**src/rtl/fp_div_issuer.sv**
```systemverilog
// ---------------------------------------------------------------------------
// fp_div_issuer
//
// Issue/collect front end for a fixed-latency 32-bit floating-point divider.
// Operand pairs arrive tagged over a valid/ready handshake. They are
// registered onto the divider's operand channels for one cycle each, and
// their tags are queued. Every quotient the divider returns is captured
// into a result FIFO. The divider cannot be stalled, so this capture is
// unconditional. Quotients leave in issue order together with their tags.
// Admission is credit-gated on the number of unconsumed operations, so the
// result FIFO cannot overflow while downstream stalls.
//
// Parameters
//   LATENCY    divider latency in cycles (operand tvalid -> result tvalid);
//              only feeds the no-result watchdog
//   FIFO_DEPTH result/tag FIFO depth, power of two >= 2; also the maximum
//              number of outstanding operations
//   TAG_W      side-band tag width
//
// Ports
//   aclk, aresetn                 clock, asynchronous active-low reset
//   in_valid/in_ready             upstream operand handshake
//   in_a, in_b, in_tag            numerator, denominator, tag
//   div_a_tvalid/div_a_tdata      numerator channel to divider
//   div_b_tvalid/div_b_tdata      denominator channel to divider
//   div_result_tvalid/_tdata      quotient from divider (no back-pressure)
//   out_valid/out_ready           downstream handshake
//   out_q, out_tag                quotient and its tag (FIFO heads)
//   idle                          no operation outstanding
//   err                           sticky protocol error
// ---------------------------------------------------------------------------
module fp_div_issuer #(
  parameter int LATENCY    = 28,
  parameter int FIFO_DEPTH = 32,
  parameter int TAG_W      = 8
) (
  input  logic             aclk,
  input  logic             aresetn,
  input  logic             in_valid,
  output logic             in_ready,
  input  logic [31:0]      in_a,
  input  logic [31:0]      in_b,
  input  logic [TAG_W-1:0] in_tag,
  output logic             div_a_tvalid,
  output logic [31:0]      div_a_tdata,
  output logic             div_b_tvalid,
  output logic [31:0]      div_b_tdata,
  input  logic             div_result_tvalid,
  input  logic [31:0]      div_result_tdata,
  output logic             out_valid,
  input  logic             out_ready,
  output logic [31:0]      out_q,
  output logic [TAG_W-1:0] out_tag,
  output logic             idle,
  output logic             err
);

  localparam int CNT_W   = $clog2(FIFO_DEPTH + 1);
  localparam int AW      = $clog2(FIFO_DEPTH);
  // Watchdog fires at the end of the (LATENCY+4)-th quiet cycle.
  localparam int WD_LAST = LATENCY + 3;
  localparam int WD_W    = $clog2(WD_LAST + 1);

  localparam logic [CNT_W-1:0] DEPTH_C   = CNT_W'(FIFO_DEPTH);
  localparam logic [WD_W-1:0]  WD_LAST_C = WD_W'(WD_LAST);

  // -------------------------------------------------------------------------
  // State
  // -------------------------------------------------------------------------
  logic [CNT_W-1:0] r_outstanding;
  logic [CNT_W-1:0] r_inflight;
  logic             r_div_tvalid;
  logic [31:0]      r_div_a;
  logic [31:0]      r_div_b;
  logic [AW:0]      r_res_wr;
  logic [AW:0]      r_res_rd;
  logic [AW:0]      r_tag_wr;
  logic [AW:0]      r_tag_rd;
  logic [WD_W-1:0]  r_wd_cnt;
  logic             r_err;

  logic [31:0]      r_res_mem [FIFO_DEPTH];
  logic [TAG_W-1:0] r_tag_mem [FIFO_DEPTH];

  // -------------------------------------------------------------------------
  // Handshakes and FIFO status
  // -------------------------------------------------------------------------
  logic w_in_ready;
  logic w_in_hs;
  logic w_out_hs;
  logic w_res_empty;
  logic w_res_full;
  logic w_tag_empty;
  logic w_tag_full;
  logic w_res_push;
  logic w_tag_push;
  logic w_tag_pop;
  logic w_err_spur;
  logic w_err_ovf;
  logic w_err_wd;
  logic w_wd_quiet;

  // Credit check uses only registered state, so in_ready never depends on
  // in_valid.
  assign w_in_ready  = (r_outstanding < DEPTH_C);
  assign w_in_hs     = in_valid && w_in_ready;

  assign w_res_empty = (r_res_wr == r_res_rd);
  assign w_res_full  = (r_res_wr[AW] != r_res_rd[AW]) &&
                       (r_res_wr[AW-1:0] == r_res_rd[AW-1:0]);
  assign w_tag_empty = (r_tag_wr == r_tag_rd);
  assign w_tag_full  = (r_tag_wr[AW] != r_tag_rd[AW]) &&
                       (r_tag_wr[AW-1:0] == r_tag_rd[AW-1:0]);

  assign w_out_hs    = !w_res_empty && out_ready;

  // Writes into a full FIFO are dropped. In normal operation this cannot
  // happen; it is flagged through err.
  assign w_res_push  = div_result_tvalid && !w_res_full;
  assign w_tag_push  = w_in_hs && !w_tag_full;
  // The tag FIFO can only run dry relative to the result FIFO after a
  // spurious result; the guard keeps its pointers consistent then.
  assign w_tag_pop   = w_out_hs && !w_tag_empty;

  // -------------------------------------------------------------------------
  // Error detection
  // -------------------------------------------------------------------------
  assign w_err_spur  = div_result_tvalid && (r_inflight == '0);
  assign w_err_ovf   = div_result_tvalid && w_res_full;
  assign w_wd_quiet  = (r_inflight != '0) && !div_result_tvalid;
  assign w_err_wd    = w_wd_quiet && (r_wd_cnt == WD_LAST_C);

  // -------------------------------------------------------------------------
  // Outstanding-operation counter (issue to downstream pop)
  // -------------------------------------------------------------------------
  always_ff @(posedge aclk or negedge aresetn) begin
    if (!aresetn) begin
      r_outstanding <= '0;
    end else begin
      case ({w_in_hs, w_out_hs})
        2'b10: r_outstanding <= r_outstanding + CNT_W'(1);
        // A pop with nothing outstanding can only follow a spurious result;
        // hold at zero instead of wrapping.
        2'b01: if (r_outstanding != '0) r_outstanding <= r_outstanding - CNT_W'(1);
        default: ;
      endcase
    end
  end

  // -------------------------------------------------------------------------
  // In-flight counter (operands sent to divider, result not yet returned)
  // -------------------------------------------------------------------------
  always_ff @(posedge aclk or negedge aresetn) begin
    if (!aresetn) begin
      r_inflight <= '0;
    end else begin
      case ({r_div_tvalid, div_result_tvalid})
        2'b10: r_inflight <= r_inflight + CNT_W'(1);
        2'b01: if (r_inflight != '0) r_inflight <= r_inflight - CNT_W'(1);
        default: ;
      endcase
    end
  end

  // -------------------------------------------------------------------------
  // Operand issue: one-cycle tvalid pulse per accepted pair
  // -------------------------------------------------------------------------
  always_ff @(posedge aclk or negedge aresetn) begin
    if (!aresetn) begin
      r_div_tvalid <= 1'b0;
      r_div_a      <= '0;
      r_div_b      <= '0;
    end else begin
      r_div_tvalid <= w_in_hs;
      if (w_in_hs) begin
        r_div_a <= in_a;
        r_div_b <= in_b;
      end
    end
  end

  // -------------------------------------------------------------------------
  // FIFO pointers
  // -------------------------------------------------------------------------
  always_ff @(posedge aclk or negedge aresetn) begin
    if (!aresetn) begin
      r_res_wr <= '0;
      r_res_rd <= '0;
      r_tag_wr <= '0;
      r_tag_rd <= '0;
    end else begin
      if (w_res_push) r_res_wr <= r_res_wr + (AW+1)'(1);
      if (w_out_hs)   r_res_rd <= r_res_rd + (AW+1)'(1);
      if (w_tag_push) r_tag_wr <= r_tag_wr + (AW+1)'(1);
      if (w_tag_pop)  r_tag_rd <= r_tag_rd + (AW+1)'(1);
    end
  end

  // FIFO storage has no reset; empty-gating on the outputs hides stale
  // contents.
  always_ff @(posedge aclk) begin
    if (w_res_push) r_res_mem[r_res_wr[AW-1:0]] <= div_result_tdata;
    if (w_tag_push) r_tag_mem[r_tag_wr[AW-1:0]] <= in_tag;
  end

  // -------------------------------------------------------------------------
  // Watchdog and sticky error
  // -------------------------------------------------------------------------
  always_ff @(posedge aclk or negedge aresetn) begin
    if (!aresetn) begin
      r_wd_cnt <= '0;
    end else if (!w_wd_quiet) begin
      r_wd_cnt <= '0;
    end else if (r_wd_cnt != WD_LAST_C) begin
      r_wd_cnt <= r_wd_cnt + WD_W'(1);
    end
  end

  always_ff @(posedge aclk or negedge aresetn) begin
    if (!aresetn) begin
      r_err <= 1'b0;
    end else if (w_err_spur || w_err_ovf || w_err_wd) begin
      r_err <= 1'b1;
    end
  end

  // -------------------------------------------------------------------------
  // Outputs
  // -------------------------------------------------------------------------
  assign in_ready     = w_in_ready;
  assign div_a_tvalid = r_div_tvalid;
  assign div_b_tvalid = r_div_tvalid;
  assign div_a_tdata  = r_div_a;
  assign div_b_tdata  = r_div_b;
  assign out_valid    = !w_res_empty;
  // First-word fall-through heads, forced to zero when empty.
  assign out_q        = w_res_empty ? '0 : r_res_mem[r_res_rd[AW-1:0]];
  assign out_tag      = w_tag_empty ? '0 : r_tag_mem[r_tag_rd[AW-1:0]];
  assign idle         = (r_outstanding == '0);
  assign err          = r_err;

endmodule

```
**config.mk**
```make
export PLATFORM = sky130hd
export DESIGN_NAME = fp_div_issuer
export DESIGN_NICKNAME = d
export VERILOG_FILES = /design/src/rtl/fp_div_issuer.sv
export SDC_FILE = /design/constraint.sdc
export NUM_CORES = 2
export LEC_CHECK = 0
export CAP_MARGIN = 0
export CORE_ASPECT_RATIO = 0.6
export CORE_MARGIN = 3
export CORE_UTILIZATION = 55
export CTS_CLUSTER_SIZE = 10
export DETAILED_ROUTE_END_ITERATION = 10
export GPL_ROUTABILITY_DRIVEN = 0
export HOLD_SLACK_MARGIN = 0.03
export PLACE_DENSITY = 0.73
export SLEW_MARGIN = 20
export SYNTH_ARGS = -nofsm -noshare
export SYNTH_HDL_FRONTEND = slang
export SYNTH_SLANG_ARGS = --single-unit
```
**constraint.sdc**
```tcl
create_clock -name aclk -period 4.7 [get_ports aclk]
set_input_delay 0.94 -clock aclk [delete_from_list [all_inputs] [get_ports aclk]]
set_output_delay 0.94 -clock aclk [all_outputs]
set_load 0.02 [all_outputs]
```
### Yosys cells after proc, flatten, opt, wreduce, memory -nomap -nowiden

Memories as Yosys holds them, arrays and structs flattened.
Cells that the tools add are included.

* memories kept: 2
* input port bits: 109
* ROM bits: 0
* output and inout port bits: 110
* bits in latches: 0
* word-level logic and storage cells: 76
* bits in writable memories: 1280
* bits in registers: 107

* multiply operators: 0
* order comparisons: 1
* div/mod/pow operators: 0
* reductions and logical operators: 26
* $add $sub $neg: 9
* muxes and demuxes: 12
* equality and inequality tests: 15
* bitwise operators: 0
* shifts and indexed selects: 0

Memory list
* r_res_mem: words 32, bits a word 32, read ports 1, clocked after Yosys merged registers in 0, wr ports 1, RTL line 82 `logic [31:0] r_res_mem [FIFO_DEPTH];`
* r_tag_mem: words 32, bits a word 8, read ports 1, clocked after Yosys merged registers in 0, wr ports 1, RTL line 83 `logic [TAG_W-1:0] r_tag_mem [FIFO_DEPTH];`

Operators with widths (count)
* $add A6 B1 Y6 const B: 6
* $mux W32: 1
* $pmux W6 S2: 2
* $eq A6 B6 Y1: 2
* $logic_not A6 Y1: 2
* $mux W6: 2
* $reduce_bool A6 Y1: 2
* $sub A6 B1 Y6 const B: 2
* $logic_and A1 B1 Y1: 11
* $eq A5 B5 Y1: 2
* $mux W5: 2
* $mux W8: 1
* $lt A6 B6 Y1 const B: 1
* $add A5 B1 Y5 const B: 1
* $eq A5 B5 Y1 const B: 1
* $logic_not A1 Y1: 5
* $ne A5 B5 Y1 const B: 1
* $eq A2 B1 Y1 const B: 2
* $eq A2 B2 Y1 const B: 2
* $mux W1: 4
* $ne A2 B2 Y1 const B: 2
* $reduce_and A2 Y1: 2
* $reduce_bool A2 Y1: 2
* $logic_or A1 B1 Y1: 2
* other kinds (2): 3

### Depth between registers and ports, before layout

* depth after elaboration: 6
* depth in mapped cells: 11
* mapped depth without buffers: 9

### Worst setup path after synthesis

No wires, ideal clock.

* path kind: in2reg
* from: in div_result_tvalid
* to: mem r_res_mem[31][0], enable pin
* required time: 4.279 ns
* cell stages on the path: 5
* library setup time: 0.421 ns
* path buffers: 1
* slack: 1.227 ns
* arrival: 3.052 ns
* cell sequence: inv_1 a31oi_1 nand2_1 buf_2 nor2_1

* cells in the longest elaborated chain, start to end: 3

Ends and longest elaborated chain
* start, declared: RTL line 48 `input logic div_result_tvalid,`
* $logic_and A1 B1 Y1: RTL line 119 `assign w_res_push = div_result_tvalid && !w_res_full;`
* $mux W1: RTL line 202 `if (w_res_push) r_res_mem[r_res_wr[AW-1:0]] <= div_result_tdata;`
* $mux W1 (implied by the code): RTL line 202
* end, declared: RTL line 82

Every way passes these cells.

### Final worst setup path

* from: reg r_res_rd[0]
* to: out out_q[22]

* cells in the longest elaborated chain, start to end: 2
* elaborated cells on any way between the ends: 3
* classes of those cells: eq/ne: 1; mux: 1; memory: 1

Ends and longest elaborated chain
* start, declared: RTL line 76 `logic [AW:0] r_res_rd;`
* start signal, assigned: RTL line 193 `if (w_out_hs) r_res_rd <= r_res_rd + (AW+1)'(1);`
* $mem_v2 Z32 W32 / $eq A6 B6 Y1 (equally long branches)
* $mux W32 (*): RTL line 237 `assign out_q = w_res_empty ? '0 : r_res_mem[r_res_rd[AW-1:0]];`
* end, declared: RTL line 52 `output logic [31:0] out_q,`

Mark *: on every way between the ends. The rest lies on a longest branch, timed or not.

==> results.yml <==
synth:
  ys.flop_type: "edfxtp_1"
  seq_area_frac_synth: 0.7578
  syn_nets: 2731
  synthDistinctLibCells: 57
  synthCells: 2604
  netlist_area_sq_mm: 0.05425
  async_flop_share: 0.07714
  synth.avg_cell_area_sq_um: 20.83
  synth_edf_count: 1280
  yosys_warnings: 0
  ys_seq_elements: 1387
place:
  dp.cells: 4077
  hpwl_microns: 73380
  place_area_sq_mm: 0.05852
  dpl_worst_slack_ps: 289.5
  numPortBuffers: 218
floorplan:
  coreArea_sq_mm: 0.09689
  rows: 88
  io_pins: 219
  die_width_microns: 411.5
  die_h_microns: 249.3
  die_area_sq_mm: 0.1026
  initial_core_util: 0.5599
run_status:
  status: "finished, final reports clean"
setup_path:
  worst-path-max-fanout: 16
  start_kind: "flop"
  worstSetupPathType: "flop to output port"
  cp_slowest_cell: "dfrtp_4"
  crit_required_ps: 3760
  crit_chain: "xor2_1 -> nor3_2 -> and2_1 -> inv_2 -> nand2_2 -> buf_4 -> o22ai_1 -> clkdlybuf4s50_1"
  max_stage_delay_ps: 580
  cp-end-kind: "output port"
  arrival_ps: 3700
global_routing:
  grt_remaining_overflow: 0
  grt_use_total: 0.2619
  grt_pass1_vias: 28140
  grt_max_degree: 81
  antenna_found_initial: 4
  grt_pass1_wl_microns: 194600
timing:
  rsz0062_at_grt: "yes"
  final-hold-violation-count: 0
  finalSetupViolCount: 0
  worst_pin_slew_ps: 1069
  setup_slack_ps: 64.02
  post-route-min-period_ps: 4636
  max-slew-margin-rel: 0.2853
  min_period_over_period: 0.9864
  finalSetupTns_ps: 0
  fmax_mhz: 215.7
  clock_skew_ps: 27.71
  report.final.slew_viol_count: 0
final_layout:
  num-fill-cells: 6193
  drive_gt1_frac: 0.2530
  multi_input_area_sq_mm: 0.01252
  areaGrowthSynthToFinish_pct: 16.30
  fin_area_sq_mm: 0.06310
  ff_latch_area_sq_mm: 0.04114
  final_cells: 4307
  final_nets: 3067
clock_tree:
  clk_pin_slew_worst_paths_ps: 60
  htree_levels: 4
  max-clock-path-buffers: 3
  worstSkewPairLatency_ps: 770
  cts_tree: "done"
  root_buffer: "clkbuf_16"
  postCtsHoldBufs: 0
  cts.sinks: 1387
  cts_buffers: 157
routing:
  drt-initial-drc-count: 3780
  first_pass_iters: 5
  finalWirelength_microns: 132600
  drcViolationCount: 0
  vias_per_cell: 6.485
  avgRoutedWirePerCell_microns: 30.78
  num_vias: 27930
  antenna_left: 0
power:
  powerDensity_mw_per_mm2: 615.5
  swShare: 0.3170
  combPwrFrac: 0.330
  leakage_uw: 0.02066
  p_int_uw: 26530
  p_clk_frac: 0.278
  p_sw_uw: 12310
  seq_power_share: 0.392
  ir_drop_v: 0.0005701
run:
  maxCapViolCount: 0
hold_path:
  hp-class: "input port to async pin"
[power by group through the flow]
stage | combinational (uW) | clock [uW] | sequential [uW]
after floorplan | 8110 | 0 | 15200
after global placement | 12200 | 0 | 15300
after detailed placement | 12400 | 0 | 15400
after CTS | 12800 | 11000 | 15200
after global routing | 13500 | 11500 | 15300
final | 12800 | 10800 | 15200
[sequential cells by signal, indices dropped and copies added, names as in the netlist]
| signal | flops |
|---|---|
| r_tag_rd | 6 |
| r_tag_wr | 6 |
| err | 1 |
| r_res_rd | 6 |
| r_res_wr | 6 |
| r_inflight | 6 |
| r_wd_cnt | 5 |
| div_a_tvalid | 1 |
| div_b_tdata | 32 |
| div_a_tdata | 32 |
| r_res_mem | 1024 |
| r_outstanding | 6 |
| r_tag_mem | 256 |
[cells by family (layout without fill, tap and decap cells)]
kind of cell               Yosys count  count (layout)  share of synthesized area
and+or+nand+nor                    370             370                    0.02998
DFF                               1387            1387                     0.7578
buffers and inverters              161             557                    0.01654
other                                0               2                          0
muxes                              489             489                     0.1670
xor gates and xnor gates            44              44                   0.007103
AOI/OAI and AO/OA                  135             135                    0.01725
adders and majority gates           18              18                   0.004290
[layer usage]
layer,track usage,routed length [microns],vias up
li1,-,-,11290
met5,0,13,-
met4,0.07017,2682,2
met3,0.06537,15340,213
met2,0.3816,60440,1764
met1,0.4005,54090,14660
[synth_stat cells (3+ instances only)]
cell type | instances | share of area
nor2b_1 | 9 | 0.0010
o21ai_0 | 25 | 0.0023
xor2_1 | 20 | 0.0032
xnor2_1 | 24 | 0.0039
nand3_1 | 22 | 0.0020
a21oi_1 | 6 | 0.00055
a211oi_1 | 5 | 0.00069
buf_4 | 21 | 0.0029
edfxtp_1 | 1280 | 0.71
nand2b_1 | 5 | 0.00058
o22ai_1 | 33 | 0.0038
or2_2 | 4 | 0.00046
mux4_1 | 19 | 0.0092
o21ai_1 | 11 | 0.0010
mux2i_1 | 80 | 0.015
clkbuf_1 | 43 | 0.0030
dfrtp_1 | 107 | 0.049
nand2_1 | 95 | 0.0066
nand3b_1 | 4 | 0.00055
buf_6 | 14 | 0.0029
a2111oi_0 | 4 | 0.00065
nor3_1 | 19 | 0.0018
a22oi_1 | 21 | 0.0029
inv_1 | 15 | 0.0010
buf_2 | 55 | 0.0051
mux2_2 | 90 | 0.019
and2_1 | 9 | 0.0010
ha_1 | 17 | 0.0039
and3_1 | 4 | 0.00046
nor4_1 | 7 | 0.00081
nand4_1 | 7 | 0.00081
buf_1 | 8 | 0.00055
a221o_1 | 22 | 0.0041
or3_1 | 3 | 0.00035
mux4_2 | 299 | 0.12
nor2_1 | 170 | 0.012
[cells in the final DEF (no fill, tap or decap), drive strengths merged, types with 3 or more instances in the layout]
cell,instances
o22ai,33
and3,4
nor4,7
and2,9
nand3b,4
a211oi,6
nand2,95
a21oi,7
xnor2,24
inv,24
nand3,22
a22oi,21
mux2,90
or2,5
or3,3
nor3,21
ha,17
o21ai,36
a2111oi,4
nor2b,9
clkbuf,203
xor2,20
nor2,172
edfxtp,1280
buf,132
a221o,22
nand4,7
mux2i,81
mux4,318
clkdlybuf4s50,186
nand2b,5
dfrtp,107
clkinv,8
[critical path, delay by kind of cell, from the launching register on]
family | cells | cell delay (ps)
xor+xnor | 1 | 220
buf+inv | 3 | 890
simple gates | 3 | 1160
compound gates | 1 | 90
flops | 1 | 580
[through the flow]
| step | util | total power [uW] | hold WS (ps) |
|---|---|---|---|
| 3_3_place_gp | 0.6040 | 27520 | 460.1 |
| 2_1_floorplan | - | 23360 | 439.7 |
| 4_1_cts | 0.6522 | 38990 | 395.9 |
| 3_5_place_dp | 0.6040 | 27790 | 465.8 |
| 6_report | 0.6512 | 38840 | 234.4 |
| 5_1_grt | 0.6512 | 40310 | 287.0 |
[layout make-up]
| class | instances | share of cell area |
|---|---|---|
| clock buffers | 202 | 0.06528 |
| flip-flops and latches | 1387 | 0.6520 |
| clock inverters | 17 | 0.004739 |
| well taps | 1305 | 0.02588 |
| diodes | 2 | 0.00007932 |
| multi-input cells | 1056 | 0.1984 |
| inverters | 16 | 0.0009716 |
| repair buffers | 322 | 0.05261 |
[path summary, 6_finish.rpt]
kind | slack (ps) | cells past startpoint | from | to
max in group asynchronous | 3520 | 2 | aresetn | div_b_tdata[23]$_DFFE_PN0P_
worst min register to register | 480 | 2 | err$_DFFE_PN0P_ | err$_DFFE_PN0P_
worst min-delay path | 230 | 1 | aresetn | div_a_tdata[19]$_DFFE_PN0P_
worst max register to register | 1550 | 6 | r_tag_rd[2]$_DFFE_PN0P_ | r_tag_mem[26][2]$_DFFE_PP_
worst max-delay path | 60 | 8 | r_res_rd[0]$_DFFE_PN0N_ | out_q[22]
min in group aclk | 480 | 2 | err$_DFFE_PN0P_ | err$_DFFE_PN0P_
[what timing repair did]
action | 4_1_cts | 5_1_grt
resized for setup | 27 | 9
endpoints found under the setup margin | 36 | 21
endpoints found under the hold margin | 0 | 0
setup buffers | 5 | 0
gates cloned | 3 | 1
(Power assumes the default switching activity.)
